## config.mk

```make
export PLATFORM = sky130hd
export DESIGN_NAME = hazard_forward_unit
export DESIGN_NICKNAME = d
export VERILOG_FILES = /design/src/rtl/hazard_forward_unit_pkg.sv /design/src/rtl/hazard_forward_unit_fwd_select.sv /design/src/rtl/hazard_forward_unit.sv
export SDC_FILE = /design/constraint.sdc
export NUM_CORES = 1
export LEC_CHECK = 0
export ABC_AREA = 1
export BUFFER_PORTS_ARGS = -buffer_cell sky130_fd_sc_hd__buf_2
export CORE_MARGIN = 4
export CORE_UTILIZATION = 29
export CTS_BUF_LIST = sky130_fd_sc_hd__clkbuf_4 sky130_fd_sc_hd__clkbuf_8 sky130_fd_sc_hd__clkbuf_16
export DETAILED_ROUTE_END_ITERATION = 8
export REMOVE_ABC_BUFFERS = 1
export SYNTH_ARGS = -nofsm -noshare
export SYNTH_HDL_FRONTEND = slang
export SYNTH_SLANG_ARGS = --single-unit
```

## constraint.sdc

```tcl
create_clock -name clk -period 1.8 [get_ports clk]
set_input_delay 0.09 -clock clk [delete_from_list [all_inputs] [get_ports clk]]
set_output_delay 0.09 -clock clk [all_outputs]
set_load 0.01 [all_outputs]
```

## src/rtl/hazard_forward_unit_pkg.sv

```systemverilog
// Shared types and constants for the hazard/forwarding controller.
// Holds the forward-select encoding, the in-flight slot record and slot helpers.
package hazard_forward_unit_pkg;

  localparam int SLOT_REG_W = 3;

  localparam logic [1:0] FWD_REG = 2'd0;
  localparam logic [1:0] FWD_ALU = 2'd1;
  localparam logic [1:0] FWD_MEM = 2'd2;
  localparam logic [1:0] FWD_WB  = 2'd3;

  localparam logic [SLOT_REG_W-1:0] REG_ZERO = '0;

  typedef struct packed {
    logic                  valid;
    logic [SLOT_REG_W-1:0] rd;
    logic                  reg_write;
    logic                  is_load;
  } slot_t;

  localparam slot_t SLOT_BUBBLE = '{valid: 1'b0, rd: REG_ZERO, reg_write: 1'b0, is_load: 1'b0};

  // A slot only produces a forwardable value when it will really write a non-zero register.
  function automatic logic slot_live(input slot_t s);
    return s.valid & s.reg_write & (s.rd != REG_ZERO);
  endfunction

  function automatic logic slot_hit(input slot_t s, input logic [SLOT_REG_W-1:0] src);
    return slot_live(s) & (s.rd == src);
  endfunction

endpackage

```

## src/rtl/hazard_forward_unit_fwd_select.sv

```systemverilog
// Priority compare of one decode source operand against the EX/MEM/WB slots.
// The youngest live producer wins; R0 and unused operands always read the register file.
module hazard_forward_unit_fwd_select
  import hazard_forward_unit_pkg::*;
(
  input  logic                  i_use,
  input  logic [SLOT_REG_W-1:0] i_src,
  input  slot_t                 i_ex,
  input  slot_t                 i_mem,
  input  slot_t                 i_wb,
  output logic [1:0]            o_sel
);

  logic w_active;
  logic w_hit_ex;
  logic w_hit_mem;
  logic w_hit_wb;

  assign w_active  = i_use & (i_src != REG_ZERO);
  assign w_hit_ex  = slot_hit(i_ex,  i_src);
  assign w_hit_mem = slot_hit(i_mem, i_src);
  assign w_hit_wb  = slot_hit(i_wb,  i_src);

  always_comb begin
    o_sel = FWD_REG;
    if (w_active) begin
      if (w_hit_ex)       o_sel = FWD_ALU;
      else if (w_hit_mem) o_sel = FWD_MEM;
      else if (w_hit_wb)  o_sel = FWD_WB;
      else                o_sel = FWD_REG;
    end
  end

endmodule

```

## src/rtl/hazard_forward_unit.sv

```systemverilog
// Hazard/forwarding controller: 3-slot scoreboard, forward selects, load-use stall, RF write port.
// Optional stall/forward statistics counters are built when HAZARD_STATS_EN is defined.
module hazard_forward_unit
  import hazard_forward_unit_pkg::*;
#(
  parameter int REG_W  = 3
`ifdef HAZARD_STATS_EN
  ,
  parameter int STAT_W = 16
`endif
)
(
  input  logic              clk,
  input  logic              reset_n,
  input  logic              id_valid,
  input  logic [REG_W-1:0]  id_ra,
  input  logic [REG_W-1:0]  id_rb,
  input  logic              id_use_a,
  input  logic              id_use_b,
  input  logic [REG_W-1:0]  id_rd,
  input  logic              id_reg_write,
  input  logic              id_is_load,
  input  logic              flush,
  output logic [1:0]        forward_a,
  output logic [1:0]        forward_b,
  output logic              stall,
  output logic [REG_W-1:0]  ex_rd,
  output logic [REG_W-1:0]  mem_rd,
  output logic [REG_W-1:0]  wb_rd,
  output logic              wb_reg_write
`ifdef HAZARD_STATS_EN
  ,
  output logic [STAT_W-1:0] stall_count,
  output logic [STAT_W-1:0] fwd_count
`endif
);

  slot_t r_ex;
  slot_t r_mem;
  slot_t r_wb;

  slot_t w_dec;
  logic  w_load_use;
  logic  w_stall;
  logic  w_take;
  logic  w_ex_live;
  logic [1:0] w_fwd_a;
  logic [1:0] w_fwd_b;

  assign w_dec = '{valid: 1'b1, rd: id_rd, reg_write: id_reg_write, is_load: id_is_load};

  hazard_forward_unit_fwd_select u_fwd_a (
    .i_use (id_use_a),
    .i_src (id_ra),
    .i_ex  (r_ex),
    .i_mem (r_mem),
    .i_wb  (r_wb),
    .o_sel (w_fwd_a)
  );

  hazard_forward_unit_fwd_select u_fwd_b (
    .i_use (id_use_b),
    .i_src (id_rb),
    .i_ex  (r_ex),
    .i_mem (r_mem),
    .i_wb  (r_wb),
    .o_sel (w_fwd_b)
  );

  // A load in EX has no data yet; one bubble lets it reach MEM where it can be forwarded.
  assign w_ex_live  = slot_live(r_ex);
  assign w_load_use = w_ex_live & r_ex.is_load &
                      ((id_use_a & (r_ex.rd == id_ra)) | (id_use_b & (r_ex.rd == id_rb)));
  assign w_stall    = id_valid & ~flush & w_load_use;
  assign w_take     = id_valid & ~w_stall & ~flush;

  always_ff @(posedge clk or negedge reset_n) begin
    if (!reset_n) begin
      r_ex  <= SLOT_BUBBLE;
      r_mem <= SLOT_BUBBLE;
      r_wb  <= SLOT_BUBBLE;
    end else begin
      r_wb  <= r_mem;
      r_mem <= r_ex;
      r_ex  <= w_take ? w_dec : SLOT_BUBBLE;
    end
  end

  assign forward_a    = w_fwd_a;
  assign forward_b    = w_fwd_b;
  assign stall        = w_stall;
  assign ex_rd        = r_ex.rd;
  assign mem_rd       = r_mem.rd;
  assign wb_rd        = r_wb.rd;
  assign wb_reg_write = r_wb.valid & r_wb.reg_write;

`ifdef HAZARD_STATS_EN
  logic [STAT_W-1:0] r_stall_count;
  logic [STAT_W-1:0] r_fwd_count;
  logic              w_fwd_event;

  assign w_fwd_event = w_take & ((w_fwd_a != FWD_REG) | (w_fwd_b != FWD_REG));

  // Both counters saturate rather than wrap so a long run never reports a small count.
  always_ff @(posedge clk or negedge reset_n) begin
    if (!reset_n) begin
      r_stall_count <= '0;
      r_fwd_count   <= '0;
    end else begin
      if (w_stall && (r_stall_count != {STAT_W{1'b1}}))
        r_stall_count <= r_stall_count + 1'b1;
      if (w_fwd_event && (r_fwd_count != {STAT_W{1'b1}}))
        r_fwd_count <= r_fwd_count + 1'b1;
    end
  end

  assign stall_count = r_stall_count;
  assign fwd_count   = r_fwd_count;
`endif

endmodule

```

==> results of run 1 <==
[cell families after synthesis]
logic type / after synthesis / synth area share
AO/OA/AOI/OAI: 10 / 0.06191
XOR/XNOR: 9 / 0.08301
buffers and inverters: 34 / 0.1700
flip-flops: 16 / 0.4216
AND/OR/NAND/NOR: 59 / 0.2635
[worst max-delay path by stage]
stage	start	end	slack, ns	cells after the start
after floorplan	wb_rd[0]$_DFF_PN0_	forward_a[0]	0.63	8
after global placement	ex_rd[0]$_DFF_PN0_	forward_b[0]	0.53	5
after detailed placement	ex_rd[0]$_DFF_PN0_	forward_a[0]	0.52	5
after CTS	ex_rd[0]$_DFF_PN0_	forward_a[0]	0.19	5
after global routing	ex_rd[2]$_DFF_PN0_	stall	0.03	6
final	ex_rd[0]$_DFF_PN0_	forward_a[0]	0.23	5
[through the flow]
stage | hold slack, ns | utilization
after floorplan | -0.2056 | -
after global placement | 0.003814 | 0.3520
after detailed placement | 0.009015 | 0.3520
after CTS | 0.01041 | 0.3625
after global routing | 0.004303 | 0.3625
final | 0.02636 | 0.3625
[state kept, by name (all words and copies together) (netlist names)]
name and flops:
r_wb 2, r_ex 3, ex_rd 3, r_mem 2, wb_rd 3, mem_rd 3
[Yosys cell counts, drive strengths merged]
cell / instances / share of area
inv: 25 / 0.099
xnor2: 9 / 0.083
buf: 9 / 0.071
o21ai: 2 / 0.011
a21boi: 1 / 0.012
nand2: 36 / 0.14
and2: 1 / 0.0066
dfrtp: 16 / 0.42
a31oi: 2 / 0.013
nand4: 8 / 0.053
a21oi: 5 / 0.026
nand3: 1 / 0.0053
nor2: 13 / 0.054
[report_power, final]
part           switching, uW  internal (uW)  leakage (uW)  total [uW]
registers               13.5            374      0.000214         387
clock network           88.7           77.3     0.0000138         166
logic                   69.1           48.5      0.000404         118
total                    171            499      0.000631         671
[layer usage]
layer	part of all wire	global-route usage	vias up
met5	0	0	-
met4	0.0089	0.03886	0
met3	0.082	0.02906	2
met2	0.48	0.1858	33
met1	0.43	0.1365	398
li1	-	-	439
[worst max-delay path, stage by stage, from the launching register on]
cell,delay (ns)
dfrtp_1,0.45
nor2_1,0.07
a21oi_1,0.21
nand4_1,0.16
a21oi_1,0.17
buf_2,0.14
[cell type report]
cell class                      count  area (um2)
Multi-Input combinational cell     78       387.9
Clock buffer                        3       22.52
Timing Repair Buffer               32       165.2
Inverter                           25       93.84
Fill cell                         342        1978
Tap cell                           44       55.05
Sequential cell                    16       400.4
==> out/metrics.csv, run 1 <==
metric;value;unit
status;completed;
clock_path_buffers;2;
tns;0;ns
hold_viol;0;
cp-start-kind;flop;
antenna_found_initial;0;
io_pins;32;
clock_sinks;16;
via_count;872;
dieArea;4254;um2
cp_max_fo;5;
final_cell_mix;nand2_1, buf_2, inv_1;
synth_area;949.7;um2
diodes;0;
min_path_type;in2reg;
finalNonFillerCells;198;
routed_wl;2124;um
ir_drop;0.0002784;V
fin_skew;0.002537;ns
critical_path_class;reg2out;
finalCriticalPeriod;1.569;ns
drt_iter0_drc;33;
nets;173;
cts.clk_slew.worst_paths;0.07;ns
hpwl;1818;um
viasPerCell;4.404;
start_util;0.3060;
hold_start;id_rd[1];
yosys_warnings;0;
die_h;65.23;um
cts_setup_buffers;0;
drive_gt1_frac;0.2468;
grt_max_degree;17;
gp_congestion;0.8950;
clk_root_buffer_cell;clkbuf_4;
core_region_area;3103;um2
cts_resized;0;
area_growth_syn_to_layout;18.45;%
dp_slack;0.5167;ns
finalCritPeriodShare;0.8719;
htree_levels;1;
p_total;670.6;uW
drc_errors;0;
syn_inst;128;
critPathRequiredTime;1.71;ns
ant_nets;0;
slew_viol_final;0;
synth-seq-cells;16;
drv_cap;0;
port_buffers;31;
gr-total-overflow;0;
cp-end-kind;output port;
firstDrtPassIters;4;
setup_slack;0.2306;ns
setup_viol;0;
rows;20;
r2r-start;ex_rd[0]$_DFF_PN0_;
hold_end;ex_rd[1]$_DFF_PN0_;
clk-insertion-delay-late;0.27;ns
dpl_cell_area;1092;um2
r2r_setup_slack;0.55;ns
r2r_cells;6;
grt_usage;0.1108;
final_common_cell;nand2_1;
syn_area_per_cell;7.419;um2
p_leak;0.0006311;uW
reg2reg_to;r_ex[1]$_DFF_PN0_;
cts_tree;done;
max_clock_freq;637.2;MHz
tightestPinTransition;0.3217;ns
postCtsHoldBufs;1;
grt_pass1_wl;3746;um
slew_headroom;0.7856;
arrival;1.48;ns
p_per_area;596.2;nW/um2
synth-seq-area-share;0.4216;
place_inst;194;
cts_buffers;3;
post_drt_wl_per_cell;10.73;um
holdPathStages;3;
grt_pass1_vias;836;
die_w;65.23;um
rsz0062_at_grt;no;
final_area;1125;um2
ys_types;17;
Power figures use the tool's default switching activity.
==> inputs of run 2 (changes only) <==
--- a/config.mk
+++ b/config.mk
@@ -11,6 +11,7 @@
 export CORE_UTILIZATION = 29
 export CTS_BUF_LIST = sky130_fd_sc_hd__clkbuf_4 sky130_fd_sc_hd__clkbuf_8 sky130_fd_sc_hd__clkbuf_16
 export DETAILED_ROUTE_END_ITERATION = 8
+export MAX_ROUTING_LAYER = met4
 export REMOVE_ABC_BUFFERS = 1
 export SYNTH_ARGS = -nofsm -noshare
 export SYNTH_HDL_FRONTEND = slang
==> constraint.sdc (replaced) <==
create_clock -name clk -period 1.8 [get_ports clk]
set_input_delay 0.45 -clock clk [delete_from_list [all_inputs] [get_ports clk]]
set_output_delay 0.45 -clock clk [all_outputs]
set_load 0.01 [all_outputs]
==> run 2 against run 1 <==
Die area is the same. Combinational power increased by 17%. Critical endpoint unchanged. Hold slack gained 0.044 ns. The flow now finishes with violations (setup timing). Sequential power is 1% higher.
==> out/metrics.csv, run 2 (synthesis gave the netlist of run 1 again) <==
metric;value;unit
cts.clk_slew.worst_paths;0.08;ns
slew_viol_final;0;
critical_path_class;reg2out;
grt_pass1_vias;886;
antenna_found_initial;0;
p_leak;0.0006583;uW
r2r_setup_slack;0.56;ns
violations;setup timing;
port_buffers;31;
tightestPinTransition;0.3505;ns
p_per_area;570.9;nW/um2
finalCritPeriodShare;1.076;
io_pins;32;
gp_congestion;0.9045;
grt_usage;0.1215;
start_util;0.3060;
ant_nets;0;
postCtsHoldBufs;0;
crit_path_cell_trace;buf_6 > nand2_1 > o21ai_1 > inv_1 > nand2_1 > nor2_1 > nand2_1 > a21oi_2 > buf_2;
cts_tree;done;
slowest_delay;0.44;ns
rows;20;
cp-start-kind;flop;
nFillCells;357;
drt_iter0_drc;88;
slew_headroom;0.7663;
cp-end-kind;output port;
cpMostUsedCell;nand2_1;
htree_levels;1;
final_cell_mix;buf_2, nand2_1, inv_1;
ir_drop;0.0003264;V
grt_max_degree;17;
hpwl;1897;um
firstDrtPassIters;4;
min_path_type;in2async;
clock_sinks;16;
cp_max_fo;4;
setup_viol;5;
clk_root_buffer_cell;clkbuf_4;
clock_path_buffers;2;
dpl_cell_area;1107;um2
status;finished, violations left;
rsz0062_at_grt;yes;
finalNonFillerCells;201;
final_area;1230;um2
grt_pass1_wl;3974;um
hold_viol;0;
drc_errors;0;
core_region_area;3103;um2
final_common_cell;buf_2;
routed_wl;2429;um
path_buf_inv;3;
arrival;1.49;ns
drv_cap;0;
critPathRequiredTime;1.35;ns
p_total;702.2;uW
area_growth_syn_to_layout;29.51;%
critical_path.top_delay_family;flip-flops;
finalCriticalPeriod;1.936;ns
post_drt_wl_per_cell;12.08;um
die_w;65.23;um
max_clock_freq;516.5;MHz
clk-insertion-delay-late;0.27;ns
cts_buffers;3;
diodes;0;
die_h;65.23;um
place_inst;196;
gr-total-overflow;0;
drive_gt1_frac;0.4268;
viasPerCell;4.383;
dieArea;4254;um2
setup_slack;-0.1360;ns
via_count;881;
fin_skew;0.004509;ns
slowest_stage;dfrtp_2;
nets;176;
-- run 2: changes by cell type in the layout (fill, tap and decap cells not counted), moves of 3 or more --
cell,delta
dfrtp_1,-6
nand2_1,-5
dfrtp_2,+6
nand2_2,+5
inv_2,+4
nor2_1,-3
inv_1,-4
a21oi_1,-3
-- run 2: stage by stage --
stage / TNS, ns / hold slack, ns / util / setup slack, ns
after global routing: -1.148 / 0.07577 / 0.3964 / -0.2823
after global placement: -0.04989 / 0.3620 / 0.3569 / -0.04989
after CTS: -0.5175 / 0.06917 / 0.3831 / -0.1618
final: -0.4985 / 0.07033 / 0.3964 / -0.1360
after detailed placement: -0.04248 / 0.3617 / 0.3569 / -0.04248
after floorplan: 0 / 0.1544 / - / 0.2698
-- run 2: area by class of cell --
class	instances	area (um2)	share of cell area
multi-input cells	78	457.9	0.3723
flip-flops and latches	16	407.9	0.3316
repair buffers	35	192.7	0.1567
inverters	25	93.84	0.07630
well taps	44	55.05	0.04476
clock buffers	3	22.52	0.01831
-- run 2: per-layer routing --
metal	part of all wire	routed length, um	GRT usage
met3	0.079	191	0.02906
met5	0	0	-
met1	0.43	1051	0.1430
met4	0.020	48	0.05181
met2	0.47	1136	0.1985
-- run 2: final timing paths --
path	end	cells past startpoint	from
hold / removal	wb_rd[1]$_DFF_PN0_	1	reset_n
setup reg to reg	ex_rd[0]$_DFF_PN0_	6	ex_rd[0]$_DFF_PN0_
max in group asynchronous	wb_rd[2]$_DFF_PN0_	1	reset_n
setup / recovery	forward_a[0]	9	wb_rd[0]$_DFF_PN0_
min in group clk	ex_rd[1]$_DFF_PN0_	3	id_rd[1]
hold reg to reg	r_mem[1]$_DFF_PN0_	0	r_ex[1]$_DFF_PN0_
-- run 2: what timing repair did --
action / CTS / global route
pin swaps: 7 / 11
setup endpoints to repair: 5 / 5
resized for setup: 16 / 15
buffers inserted: 2 / 0
gates cloned: 0 / 0
-- run 2: worst register-to-register path: cells and delay by family (launching register included) --
| family | cells | cell delay [ns] |
|---|---|---|
| XOR/XNOR | 1 | 0.20 |
| flip-flops | 1 | 0.49 |
| AND/OR/NAND/NOR | 5 | 0.45 |
-- run 2: report_power, final --
part | total (uW) | leakage (uW) | switching (uW) | internal [uW]
Sequential | 391 | 0.000205 | 16.6 | 375
Combinational | 138 | 0.000440 | 79.1 | 59.1
Clock | 173 | 0.0000138 | 95.4 | 77.4
Total | 702 | 0.000658 | 191 | 511
